==> config.mk <==
export PLATFORM = sky130hd
export DESIGN_NAME = ram_burst_reader
export DESIGN_NICKNAME = d
export VERILOG_FILES = /design/src/rtl/ram_pkg.sv /design/src/rtl/ram_rd_fifo2.sv /design/src/rtl/ram_burst_reader.sv
export SDC_FILE = /design/constraint.sdc
export NUM_CORES = 1
export LEC_CHECK = 0
export BUFFER_PORTS_ARGS = -buffer_cell sky130_fd_sc_hd__clkbuf_2
export CORE_ASPECT_RATIO = 0.7
export CORE_UTILIZATION = 60
export DETAILED_ROUTE_END_ITERATION = 6
export GPL_TIMING_DRIVEN = 0
export PLACE_DENSITY_LB_ADDON = 0.15
export SYNTH_ARGS = -nofsm -noshare
export SYNTH_HDL_FRONTEND = slang
export SYNTH_HIERARCHICAL = 1
export SYNTH_SLANG_ARGS = --single-unit
==> constraint.sdc <==
create_clock -name clock -period 5.85 [get_ports clock]
set_input_delay 0.8775 -clock clock [delete_from_list [all_inputs] [get_ports clock]]
set_output_delay 0.8775 -clock clock [all_outputs]
set_load 0.03 [all_outputs]
==> src/rtl/ram_pkg.sv <==
// ram_pkg: shared RAM geometry defaults, burst reader states and depth helper
//   AWIDTH_DEF / DWIDTH_DEF : default RAM address / data widths (shared with the RAM wrapper)
//   state_e                 : burst reader FSM states
//   depth_of()              : RAM depth for a given address width
package ram_pkg;
   localparam int AWIDTH_DEF = 3;
   localparam int DWIDTH_DEF = 32;
   typedef enum logic [1:0] {IDLE, READ, DRAIN, DONE} state_e;
   function automatic int depth_of(input int aw);
      return 1 << aw;
   endfunction
endpackage

==> src/rtl/ram_rd_fifo2.sv <==
// ram_rd_fifo2: 2-entry FIFO catching RAM read data for the burst reader
//   clock, reset_n : rising-edge clock, synchronous active-low reset
//   push, din      : write din at the closing edge
//   pop            : drop the head word at the closing edge
//   dout           : head word (zero after reset)
//   count          : number of stored words, 0..2
module ram_rd_fifo2
   import ram_pkg::*;
#(
   parameter int DWIDTH = DWIDTH_DEF
) (
   input  logic              clock,
   input  logic              reset_n,
   input  logic              push,
   input  logic              pop,
   input  logic [DWIDTH-1:0] din,
   output logic [DWIDTH-1:0] dout,
   output logic [1:0]        count
);
   logic [1:0][DWIDTH-1:0] mem_q, mem_d;
   logic                   wr_ptr_q, wr_ptr_d, rd_ptr_q, rd_ptr_d;
   logic [1:0]             count_q, count_d;

   always_comb begin
      mem_d = mem_q;
      if (push) mem_d[wr_ptr_q] = din;
      wr_ptr_d = wr_ptr_q ^ push;
      rd_ptr_d = rd_ptr_q ^ pop;
      count_d = count_q + 2'(push) - 2'(pop);
   end

   always_ff @(posedge clock) begin
      if (!reset_n) begin
         mem_q <= '0;
         wr_ptr_q <= 1'b0;
         rd_ptr_q <= 1'b0;
         count_q <= '0;
      end else begin
         mem_q <= mem_d;
         wr_ptr_q <= wr_ptr_d;
         rd_ptr_q <= rd_ptr_d;
         count_q <= count_d;
      end
   end

   assign dout = mem_q[rd_ptr_q];
   assign count = count_q;
endmodule

==> src/rtl/ram_burst_reader.sv <==
// ram_burst_reader: sequential burst reads from a sync-read RAM, streamed out on valid/ready
//   clock, reset_n          : rising-edge clock, synchronous active-low reset
//   start, start_addr, length : burst command, accepted only when idle
//   busy, done              : burst in progress / one-cycle completion pulse
//   ram_addr, ram_dout      : RAM read address (registered) and data returned one cycle later
//   out_data, out_valid, out_ready, out_last : output stream with last-beat marker
module ram_burst_reader
   import ram_pkg::*;
#(
   parameter int AWIDTH = AWIDTH_DEF,
   parameter int DWIDTH = DWIDTH_DEF
) (
   input  logic              clock,
   input  logic              reset_n,
   input  logic              start,
   input  logic [AWIDTH-1:0] start_addr,
   input  logic [AWIDTH:0]   length,
   output logic              busy,
   output logic              done,
   output logic [AWIDTH-1:0] ram_addr,
   input  logic [DWIDTH-1:0] ram_dout,
   output logic [DWIDTH-1:0] out_data,
   output logic              out_valid,
   input  logic              out_ready,
   output logic              out_last
);
   localparam int            DEPTH = depth_of(AWIDTH);
   localparam logic [AWIDTH:0] ONE = 1;

   state_e            state_q, state_d;
   logic [AWIDTH-1:0] addr_ctr_q, addr_ctr_d;
   logic [AWIDTH:0]   issue_rem_q, issue_rem_d, out_rem_q, out_rem_d;
   logic              inflight_q, inflight_d, busy_q, busy_d, done_q, done_d;
   logic [1:0]        fifo_count;
   logic [2:0]        occ;
   logic              pop, issue;

   ram_rd_fifo2 #(.DWIDTH(DWIDTH)) u_fifo (
      .clock   (clock),
      .reset_n (reset_n),
      .push    (inflight_q),
      .pop     (pop),
      .din     (ram_dout),
      .dout    (out_data),
      .count   (fifo_count)
   );

   assign out_valid = fifo_count != 2'd0;
   // the head is always the oldest undelivered word, so out_rem==1 identifies the last beat
   assign out_last = out_valid && out_rem_q == ONE;

   always_comb begin
      pop = out_valid & out_ready;
      // words that will occupy the FIFO after this edge; keep room for the read issued now
      occ = 3'(fifo_count) + 3'(inflight_q) - 3'(pop);
      issue = state_q == READ && issue_rem_q != '0 && occ < 3'd2;
      state_d = state_q;
      addr_ctr_d = addr_ctr_q;
      issue_rem_d = issue_rem_q;
      out_rem_d = out_rem_q;
      done_d = 1'b0;
      if (state_q == IDLE && start) begin
         if (length == '0) done_d = 1'b1;
         else begin
            state_d = READ;
            addr_ctr_d = start_addr;
            issue_rem_d = length;
            out_rem_d = length;
         end
      end
      if (issue) begin
         addr_ctr_d = (addr_ctr_q == AWIDTH'(DEPTH - 1)) ? '0 : addr_ctr_q + AWIDTH'(1);
         issue_rem_d = issue_rem_q - ONE;
         if (issue_rem_q == ONE) state_d = DRAIN;
      end
      if (pop) out_rem_d = out_rem_q - ONE;
      if (state_q == DRAIN && pop && out_rem_q == ONE) begin
         state_d = DONE;
         done_d = 1'b1;
      end
      if (state_q == DONE) state_d = IDLE;
      inflight_d = issue;
      busy_d = state_d != IDLE;
   end

   always_ff @(posedge clock) begin
      if (!reset_n) begin
         state_q <= IDLE;
         addr_ctr_q <= '0;
         issue_rem_q <= '0;
         out_rem_q <= '0;
         inflight_q <= 1'b0;
         busy_q <= 1'b0;
         done_q <= 1'b0;
      end else begin
         state_q <= state_d;
         addr_ctr_q <= addr_ctr_d;
         issue_rem_q <= issue_rem_d;
         out_rem_q <= out_rem_d;
         inflight_q <= inflight_d;
         busy_q <= busy_d;
         done_q <= done_d;
      end
   end

   assign busy = busy_q;
   assign done = done_q;
   assign ram_addr = addr_ctr_q;
endmodule
==> results of run 1 <==
## power by group through the flow
stage          registers, mW  logic (mW)  clock network, mW
6_report               0.678       0.584              0.478
2_1_floorplan          0.691       0.451                  0
3_5_place_dp           0.690       0.582                  0
5_1_grt                0.686       0.630              0.505
3_3_place_gp           0.687       0.572                  0
4_1_cts                0.677       0.585              0.485
## path summary, 6_finish.rpt
path / end / slack (ns) / depth (start not counted)
max: ram_addr[1] / 3.20 / 9
min: out_rem_q[1] / 0.52 / 2
max reg2reg: ram_addr[1] / 3.26 / 8
min reg2reg: out_rem_q[1] / 0.52 / 2
## through the flow
| stage | utilization | std cells | setup slack, ns | area, um^2 | hold slack (ns) |
|---|---|---|---|---|---|
| 2_1_floorplan | - | 377 | 3.12 | 4240 | 0.466 |
| 3_3_place_gp | 0.701 | 551 | 2.88 | 4760 | 0.486 |
| 3_5_place_dp | 0.701 | 551 | 2.82 | 4760 | 0.495 |
| 4_1_cts | 0.735 | 567 | 3.22 | 4990 | 0.508 |
| 5_1_grt | 0.735 | 567 | 3.05 | 4990 | 0.543 |
| 6_report | 0.735 | 567 | 3.20 | 4990 | 0.517 |
## critical path: cells and delay by family
| kind | cells | cell delay (ns) |
|---|---|---|
| buf+inv | 1 | 0.10 |
| compound gates | 4 | 0.94 |
| simple gates | 3 | 0.50 |
| fa+ha+maj | 1 | 0.49 |
## Yosys cell counts, types with 3 or more instances
cell / count
sky130_fd_sc_hd__ha_1: 11
sky130_fd_sc_hd__clkbuf_1: 6
sky130_fd_sc_hd__nor2b_1: 67
sky130_fd_sc_hd__nand2_1: 12
sky130_fd_sc_hd__nor2_1: 6
sky130_fd_sc_hd__o21a_1: 3
sky130_fd_sc_hd__dfxtp_1: 84
sky130_fd_sc_hd__mux2i_1: 64
sky130_fd_sc_hd__o21ai_0: 9
sky130_fd_sc_hd__and2_1: 4
sky130_fd_sc_hd__buf_8: 6
sky130_fd_sc_hd__mux2_4: 30
sky130_fd_sc_hd__buf_12: 3
sky130_fd_sc_hd__inv_1: 11
sky130_fd_sc_hd__nor4_1: 3
sky130_fd_sc_hd__buf_6: 5
sky130_fd_sc_hd__a21oi_1: 6
## sequential cells by signal, summed over array words and instances (netlist names)
signal,flops
out_rem_q,4
u_fifo/count,2
busy,1
u_fifo/mem_q,64
u_fifo/wr_ptr_q,1
done,1
u_fifo/rd_ptr_q,1
inflight_q,1
state_q,2
ram_addr,3
issue_rem_q,4
## layout make-up
class | count | area [um^2] | share of cell area
multi-input cells | 259 | 2270 | 0.455
flip-flops and latches | 84 | 1680 | 0.337
repair buffers | 80 | 400 | 0.0802
plain buffers | 23 | 249 | 0.0499
clock buffers | 9 | 124 | 0.0248
well taps | 94 | 118 | 0.0236
clock inverters | 7 | 106 | 0.0213
inverters | 11 | 41.3 | 0.00827
## per-layer routing
layer,track usage,vias up
li1,-,1483
met1,0.325,1434
met2,0.402,80
met3,0.0645,12
met4,0.0937,0
met5,0,-
## cell families (layout without fill, tap and decap cells)
kind of cell / after synthesis / count (layout) / share of synthesized area
DFF: 84 / 84 / 0.396
adders and majority gates: 12 / 12 / 0.0372
xor gates and xnor gates: 3 / 3 / 0.0112
and+or+nand+nor: 111 / 111 / 0.157
muxes: 96 / 96 / 0.262
AOI/OAI and AO/OA: 37 / 37 / 0.0675
buffers and inverters: 34 / 130 / 0.0684
## cell usage in the layout, fill, tap and decap left out, types with 2 or more instances in the layout
cell | synthesis | routed
sky130_fd_sc_hd__dfxtp_1 | 84 | 84
sky130_fd_sc_hd__buf_6 | 5 | 5
sky130_fd_sc_hd__nor3_1 | 2 | 2
sky130_fd_sc_hd__o21a_1 | 3 | 3
sky130_fd_sc_hd__a32oi_1 | 2 | 2
sky130_fd_sc_hd__ha_1 | 11 | 11
sky130_fd_sc_hd__o21ai_0 | 9 | 9
sky130_fd_sc_hd__and3_1 | 2 | 2
sky130_fd_sc_hd__nor4_1 | 3 | 3
sky130_fd_sc_hd__nand2_2 | 2 | 2
sky130_fd_sc_hd__clkbuf_1 | 6 | 6
sky130_fd_sc_hd__mux2i_1 | 64 | 64
sky130_fd_sc_hd__mux2_2 | 2 | 2
sky130_fd_sc_hd__buf_4 | 2 | 2
sky130_fd_sc_hd__buf_8 | 6 | 6
sky130_fd_sc_hd__clkinvlp_4 | 0 | 2
sky130_fd_sc_hd__and2_1 | 4 | 4
sky130_fd_sc_hd__nand2_1 | 12 | 12
sky130_fd_sc_hd__mux2_4 | 30 | 30
sky130_fd_sc_hd__a31oi_1 | 2 | 2
sky130_fd_sc_hd__a21oi_1 | 6 | 6
sky130_fd_sc_hd__nor2b_1 | 67 | 67
sky130_fd_sc_hd__bufinv_16 | 0 | 2
sky130_fd_sc_hd__inv_8 | 0 | 2
sky130_fd_sc_hd__inv_1 | 11 | 11
sky130_fd_sc_hd__buf_12 | 3 | 3
sky130_fd_sc_hd__nor2_1 | 6 | 6
sky130_fd_sc_hd__nand2b_1 | 2 | 2
sky130_fd_sc_hd__clkbuf_8 | 0 | 9
sky130_fd_sc_hd__clkbuf_2 | 0 | 80
==> impl_metrics.py, run 1 <==
metrics = {
    "status": {
        "outcome": "finished clean",
    },
    "power_and_ir_drop": {
        "vdd_drop_max_v": 0.000225,
        "power.share.switching": 0.341,
        "clock_power_share": 0.275,
        "cellPowerDensity_nw_per_um2": 348,
        "p_seq_frac": 0.390,
        "cellLeakagePower_nw": 1.94,
        "combPwrFrac": 0.336,
        "switching_power_mw": 0.593,
        "report.power.total_mw": 1.74,
        "internal_power_mw": 1.15,
    },
    "setup_path": {
        "cpPeakStageDelay_ns": 0.49,
        "worst_setup_path_startpoint": "out_ready",
        "worstSetupPathType": "in -> reg",
        "path_cells": "clkbuf_2 > o21ai_2 > nor2_1 > o21ai_0 > fa_1 > nand2_1 > a2111o_1 > and3_1 > o21a_1",
        "end_kind": "flop",
        "timing.rr.start": "u_fifo/count[1]",
        "required_ns": 6.11,
        "crit_path_top_delay_cell": "sky130_fd_sc_hd__fa_1",
        "sort_of_element_at_the_start_of_the_critical_path": "input port",
        "largest_fanout_of_any_net_on_the_critical_path": 10,
        "cp_data_arrival_time_ns": 2.91,
    },
    "global_route": {
        "grt_max_degree": 17,
        "grtUsageTotal": 0.250,
        "gr-total-overflow": 0,
        "grt_pass1_wl_um": 14000,
        "first_global_vias": 3007,
        "grt_antenna_before_repair": 0,
    },
    "worst_hold_path": {
        "holdCritStartpoint": "out_rem_q[1]",
        "hold_crit_class": "reg -> reg",
    },
    "floorplan": {
        "fp.dieH_um": 72.4,
        "die_w_um": 103,
        "io_pins": 82,
        "die_area_um2": 7420,
        "coreArea_um2": 6790,
        "core.rowCount": 25,
        "floorplan.initialDensity": 0.625,
    },
    "timing": {
        "max_slew.worst_pin.slew_ns": 0.613,
        "setup_viol_count_final": 0,
        "timing.setup.tns_ns": 0,
        "finalCritPeriodShare": 0.453,
        "timing.final.max_slew_violations": 0,
        "max_freq_ghz": 0.378,
        "post-route-min-period_ns": 2.65,
        "max-slew-margin-rel": 0.586,
        "hold_violations": 0,
        "grt_setup_unrepaired": "false",
        "clock_skew_ns": 0.0149,
    },
    "synth": {
        "synthDistinctLibCells": 56,
        "ys_dominant_reg_cell": "sky130_fd_sc_hd__dfxtp_1",
        "netlist_instances": 377,
        "yosysSeqAreaShare": 0.396,
        "netlist.area_leader.share": 0.396,
        "postSynthAreaPerCell_um2": 11.3,
        "synthesis.yosys.warnings": 6,
        "synth_seq_cells": 84,
        "synth-async-reset-ratio": 0,
        "synth.cell_area_um2": 4240,
        "synth.top_cells.by_area": "sky130_fd_sc_hd__dfxtp_1, sky130_fd_sc_hd__mux2i_1, sky130_fd_sc_hd__mux2_4",
        "synthesis.nets": 432,
        "number_of_synthesized_flops_with_an_enable_pin": 0,
        "synth_top_area_cell": "sky130_fd_sc_hd__dfxtp_1",
    },
    "drt": {
        "dr_wl_met2_um": 3820,
        "routed_length_per_instance_um": 15.1,
        "highest_layer": "met4",
        "overall_routed_net_length_um": 8580,
        "drt_drc_violations_left": 0,
        "drtIter0Drc": 120,
        "ant_nets": 0,
        "met3RoutedLength_um": 477,
        "dr_total_vias": 3009,
        "drt_first_pass_iters": 4,
        "avgViaCountPerCell": 5.31,
        "wl_met1_um": 4140,
    },
    "cts": {
        "cts_resized": 0,
        "hold_buffers": 0,
        "tritoncts_num_sinks": 84,
        "htree_num_levels": 3,
        "cts_inserted_buffers": 9,
        "clock_tree_buf_depth": 2,
        "post_cts.repair.setup_buffers": 0,
        "worst_skew_pair.late_latency_ns": 0.37,
        "clock_tree.root_cell": "sky130_fd_sc_hd__clkbuf_8",
        "cts_tree": "yes",
        "clk_pin_slew_ns": 0.10,
    },
    "placement": {
        "total_of_buffers_placed_on_input_and_output_ports": 80,
        "gp_routability_congestion": 0.897,
        "place_hpwl_um": 6310,
    },
    "finish": {
        "layout-area-overhead-vs-synth_pct": 17.6,
        "insertedDiodeCount": 0,
        "num-fill-cells": 510,
        "drive_above_1_share": 0.332,
        "nets": 523,
    },
    "job": {
        "maxCapViolCount": 0,
    },
}
No activity file was read; power rests on OpenSTA's default activity.
==> run 2, diff against run 1 <==
CORE_UTILIZATION = 55   (was 60)
clock period = 2.61 ns   (was 5.85 ns; I/O delays follow)
==> run 2 against run 1 <==
  * Via count down 1.1%
  * Clock power grew 72%
  * Cell count increased by 0.71%
  * Cell area is 0.95% lower
  * Die area grew 8.9%
  * Global-route usage shrank 2.2 points
  * First-iteration DRC count is 5.8% higher
  * Non-clock buffer count unchanged
  * Critical endpoint unchanged
  * Critical path depth decreased by 1
  * Combinational power rose by 120%
  * Sequential power is 120% higher
  * Worst hold slack got worse by 0.25 ns
==> impl_metrics.py, run 2 (synthesis results as in run 1) <==
metrics = {
    "floorplan": {
        "fp.dieH_um": 75.5,
        "die_w_um": 107,
        "die_area_um2": 8080,
        "core.rowCount": 26,
        "io_pins": 82,
        "coreArea_um2": 7380,
        "floorplan.initialDensity": 0.575,
    },
    "global_route": {
        "grt_pass1_wl_um": 13900,
        "grt_max_degree": 16,
        "first_global_vias": 2848,
        "grt_antenna_before_repair": 0,
        "gr-total-overflow": 0,
        "grtUsageTotal": 0.228,
    },
    "placement": {
        "placement.cell_area_um2": 4770,
        "number_of_instances_in_the_placed_design": 555,
        "total_of_buffers_placed_on_input_and_output_ports": 80,
        "gp_routability_congestion": 0.907,
        "place_hpwl_um": 6540,
    },
    "setup_path": {
        "end_kind": "flop",
        "timing.rr.start": "u_fifo/count[1]",
        "worstSetupPathType": "reg -> reg",
        "reg2reg_setup_slack_ns": 0.12,
        "cp_data_arrival_time_ns": 2.74,
        "largest_fanout_of_any_net_on_the_critical_path": 10,
        "sort_of_element_at_the_start_of_the_critical_path": "flop",
        "timing.reg2reg.worst_path_depth": 8,
        "required_ns": 2.86,
        "regToRegEndpoint": "ram_addr[1]",
    },
    "timing": {
        "max_freq_ghz": 0.401,
        "whs_ns": 0.271,
        "finalCritPeriodShare": 0.954,
        "max_slew.worst_pin.slew_ns": 0.649,
        "clock_skew_ns": 0.00821,
        "timing.final.max_slew_violations": 0,
        "hold_violations": 0,
        "max-slew-margin-rel": 0.561,
        "setup_viol_count_final": 0,
        "grt_setup_unrepaired": "false",
        "post-route-min-period_ns": 2.49,
        "timing.setup.tns_ns": 0,
    },
    "drt": {
        "drt_first_pass_iters": 4,
        "avgViaCountPerCell": 5.21,
        "drtIter0Drc": 127,
        "dr_total_vias": 2977,
        "ant_nets": 0,
        "overall_routed_net_length_um": 8720,
        "routed_length_per_instance_um": 15.3,
        "drt_drc_violations_left": 0,
    },
    "cts": {
        "clk_pin_slew_ns": 0.08,
        "cts_inserted_buffers": 9,
        "clock_tree_buf_depth": 2,
        "cts_tree": "yes",
        "clock_tree.root_cell": "sky130_fd_sc_hd__clkbuf_8",
        "htree_num_levels": 3,
        "post_cts.repair.setup_buffers": 0,
        "worst_skew_pair.late_latency_ns": 0.35,
        "cts_resized": 0,
        "tritoncts_num_sinks": 84,
        "hold_buffers": 0,
    },
    "finish": {
        "regs_by_ff_count": "u_fifo/mem_q x64, issue_rem_q x4, out_rem_q x4",
        "post-route-cell-area_um2": 4940,
        "largest_register_ff_count": 64,
        "largest_register": "u_fifo/mem_q",
        "drive_above_1_share": 0.336,
        "nets": 523,
        "final-instance-count-excl-fill": 571,
        "mostFrequentLayoutCell": "sky130_fd_sc_hd__dfxtp_1",
        "layout-area-overhead-vs-synth_pct": 16.5,
        "insertedDiodeCount": 0,
        "layout_common_cells": "sky130_fd_sc_hd__dfxtp_1, sky130_fd_sc_hd__clkbuf_2, sky130_fd_sc_hd__nor2b_1",
    },
    "power_and_ir_drop": {
        "cellLeakagePower_nw": 1.92,
        "vdd_drop_max_v": 0.000452,
        "cellPowerDensity_nw_per_um2": 740,
    },
    "worst_hold_path": {
        "holdCritStartpoint": "start_addr[2]",
        "hold_depth": 3,
        "worstHoldEndpoint": "ram_addr[2]",
        "hold_crit_class": "in -> reg",
    },
    "job": {
        "maxCapViolCount": 0,
    },
    "status": {
        "outcome": "finished clean",
    },
}
run 2: per-layer routing:
layer / GRT usage / part of all wire
met1: 0.314 / 0.48
met2: 0.358 / 0.44
met3: 0.0624 / 0.067
met4: 0.0594 / 0.0065
met5: 0 / 0
run 2: worst max-delay path: stages, from the launching register on:
cell,delay (ns)
sky130_fd_sc_hd__dfxtp_2,0.43
sky130_fd_sc_hd__o21ai_2,0.16
sky130_fd_sc_hd__nor2_1,0.19
sky130_fd_sc_hd__o21ai_0,0.14
sky130_fd_sc_hd__fa_1,0.50
sky130_fd_sc_hd__nand2_1,0.12
sky130_fd_sc_hd__a2111o_1,0.49
sky130_fd_sc_hd__and3_1,0.19
sky130_fd_sc_hd__o21a_1,0.17
run 2: worst max-delay path by stage:
stage,start,end,slack [ns],cells after the start
after floorplan,u_fifo/count[1],ram_addr[1],0.24,8
after global placement,u_fifo/count[1],ram_addr[1],0.09,8
after detailed placement,u_fifo/count[1],ram_addr[1],0.05,8
after CTS,u_fifo/count[1],ram_addr[1],0.02,8
after global routing,u_fifo/count[1],ram_addr[1],0.03,8
final,u_fifo/count[1],ram_addr[1],0.12,8
run 2: cell type report:
cell class	count	area, um^2
Tap cell	98	123
Sequential cell	84	1680
Fill cell	605	2440
Inverter	11	41.3
Buffer	23	249
Clock inverter	7	51.3
Multi-Input combinational cell	259	2270
Clock buffer	9	124
Timing Repair Buffer	80	400
run 2: through the flow:
| step | power, mW | utilization | setup WS, ns |
|---|---|---|---|
| 5_1_grt | 3.85 | 0.669 | 0.0301 |
| 2_1_floorplan | 2.56 | - | 0.241 |
| 4_1_cts | 3.69 | 0.669 | 0.0197 |
| 6_report | 3.66 | 0.669 | 0.119 |
| 3_3_place_gp | 2.83 | 0.645 | 0.0857 |
| 3_5_place_dp | 2.86 | 0.645 | 0.0452 |
run 2: where the power goes:
group | switching (mW) | internal (mW) | total (mW)
Clock | 0.474 | 0.350 | 0.824
Combinational | 0.705 | 0.606 | 1.31
Sequential | 0.113 | 1.41 | 1.52
==> run 3, diff against run 2 <==
CORE_ASPECT_RATIO = 1.75   (was 0.7)
CTS_CLUSTER_SIZE = 20   (was not set)
==> run 3 against run 2 <==
  * Sequential power hardly changed
  * Sequential share of layout area is 0.82 points lower
  * Fmax is 0.94% higher
  * Critical path depth stayed put
  * Worst setup slack better by 0.023 ns
  * Clock power is 57% higher
==> impl_metrics.py, run 3 (synthesis results as in run 1) <==
metrics = {
    "floorplan": {
        "die_area_um2": 8080,
        "io_pins": 82,
        "coreArea_um2": 7510,
        "core.rowCount": 42,
        "floorplan.initialDensity": 0.565,
        "die_w_um": 68.4,
        "fp.dieH_um": 118,
    },
    "cts": {
        "clock_tree_buf_depth": 2,
        "hold_buffers": 0,
        "cts_inserted_buffers": 9,
        "htree_num_levels": 3,
        "clk_pin_slew_ns": 0.06,
        "cts_resized": 1,
        "clock_tree.root_cell": "sky130_fd_sc_hd__clkbuf_16",
        "post_cts.repair.setup_buffers": 0,
        "tritoncts_num_sinks": 84,
        "worst_skew_pair.late_latency_ns": 0.34,
        "cts_tree": "yes",
    },
    "timing": {
        "finalCritPeriodShare": 0.946,
        "max_slew.worst_pin.slew_ns": 0.462,
        "clock_skew_ns": 0.00392,
        "hold_violations": 0,
        "max-slew-margin-rel": 0.692,
        "setup_viol_count_final": 0,
        "layout_setup_ws_ns": 0.142,
        "max_freq_ghz": 0.405,
        "timing.final.max_slew_violations": 0,
        "post-route-min-period_ns": 2.47,
        "timing.setup.tns_ns": 0,
    },
    "status": {
        "outcome": "finished clean",
    },
    "worst_hold_path": {
        "holdCritStartpoint": "start_addr[2]",
        "hold_depth": 3,
        "hold_crit_class": "in -> reg",
        "worstHoldEndpoint": "ram_addr[2]",
    },
    "power_and_ir_drop": {
        "cellPowerDensity_nw_per_um2": 813,
        "vdd_drop_max_v": 0.000550,
        "cellLeakagePower_nw": 1.98,
    },
    "finish": {
        "final_core_utilization": 0.673,
        "largest_register_ff_count": 64,
        "mostFrequentLayoutCell": "sky130_fd_sc_hd__dfxtp_1",
        "regs_by_ff_count": "u_fifo/mem_q x64, issue_rem_q x4, out_rem_q x4",
        "nets": 523,
        "insertedDiodeCount": 0,
        "drive_above_1_share": 0.334,
        "layout_common_cells": "sky130_fd_sc_hd__dfxtp_1, sky130_fd_sc_hd__clkbuf_2, sky130_fd_sc_hd__nor2b_1",
        "largest_register": "u_fifo/mem_q",
        "layout-area-overhead-vs-synth_pct": 19.3,
    },
    "job": {
        "maxCapViolCount": 0,
    },
    "placement": {
        "place_worst_setup_slack_ns": 0.0183,
        "gp_routability_congestion": 0.716,
        "total_of_buffers_placed_on_input_and_output_ports": 80,
        "place_hpwl_um": 6470,
    },
    "drt": {
        "avgViaCountPerCell": 5.26,
        "drtIter0Drc": 105,
        "drt_drc_violations_left": 0,
        "ant_nets": 0,
        "dr_total_vias": 2951,
        "overall_routed_net_length_um": 8740,
        "drt_first_pass_iters": 4,
        "routed_length_per_instance_um": 15.6,
    },
    "setup_path": {
        "worstSetupPathType": "reg -> reg",
        "required_ns": 2.85,
        "timing.rr.start": "u_fifo/count[0]",
        "sort_of_element_at_the_start_of_the_critical_path": "flop",
        "end_kind": "flop",
        "cp_data_arrival_time_ns": 2.70,
        "timing.reg2reg.worst_path_depth": 8,
        "largest_fanout_of_any_net_on_the_critical_path": 10,
        "regToRegEndpoint": "ram_addr[1]",
        "reg2reg_setup_slack_ns": 0.14,
    },
    "global_route": {
        "grt_max_degree": 14,
        "grt_antenna_before_repair": 0,
        "grtUsageTotal": 0.231,
        "gr-total-overflow": 0,
        "grt_pass1_wl_um": 13700,
        "first_global_vias": 2918,
    },
}
-- run 3: final cells by class --
class                   instances  area (um^2)
clock buffers                  12          256
multi-input cells             259         2270
plain buffers                  23          249
well taps                      88          110
clock inverters                 4         47.5
flip-flops and latches         84         1680
inverters                      11         41.3
repair buffers                 80          400
fillers                       632         2450
-- run 3: power breakdown --
| group | internal [mW] | switching (mW) |
|---|---|---|
| registers | 1.41 | 0.113 |
| clock network | 0.790 | 0.497 |
| logic | 0.608 | 0.694 |
-- run 3: how the worst max path moves through the flow --
| stage | startpoint | end | slack (ns) | cells after the start |
|---|---|---|---|---|
| global route | u_fifo/count[0] | ram_addr[1] | -0.003 | 8 |
| finish | u_fifo/count[0] | ram_addr[1] | 0.14 | 8 |
| floorplan | u_fifo/count[1] | ram_addr[1] | 0.24 | 8 |
| CTS | u_fifo/count[0] | ram_addr[1] | 0.12 | 8 |
| global placement | u_fifo/count[1] | ram_addr[1] | 0.02 | 8 |
| detailed placement | u_fifo/count[1] | ram_addr[1] | 0.02 | 8 |
-- run 3: layer usage --
metal	global-route usage	wire (um)
met1	0.241	3500
met2	0.406	4730
met3	0.0637	306
met5	0	0
met4	0.104	201
-- run 3: metrics by stage --
stage | std cells | hold WS [ns] | instance area (um^2) | power, mW
2_1_floorplan | 377 | 0.466 | 4240 | 2.56
3_3_place_gp | 545 | 0.491 | 4750 | 2.83
3_5_place_dp | 545 | 0.498 | 4750 | 2.86
4_1_cts | 561 | 0.267 | 5060 | 4.15
5_1_grt | 561 | 0.276 | 5060 | 4.31
6_report | 561 | 0.276 | 5060 | 4.12
-- run 3: critical path: stages, from the launching register on --
cell	delay (ns)
sky130_fd_sc_hd__dfxtp_1	0.43
sky130_fd_sc_hd__o21ai_2	0.18
sky130_fd_sc_hd__nor2_2	0.16
sky130_fd_sc_hd__o21ai_0	0.12
sky130_fd_sc_hd__fa_1	0.50
sky130_fd_sc_hd__nand2_1	0.11
sky130_fd_sc_hd__a2111o_1	0.49
sky130_fd_sc_hd__and3_1	0.20
sky130_fd_sc_hd__o21a_1	0.17
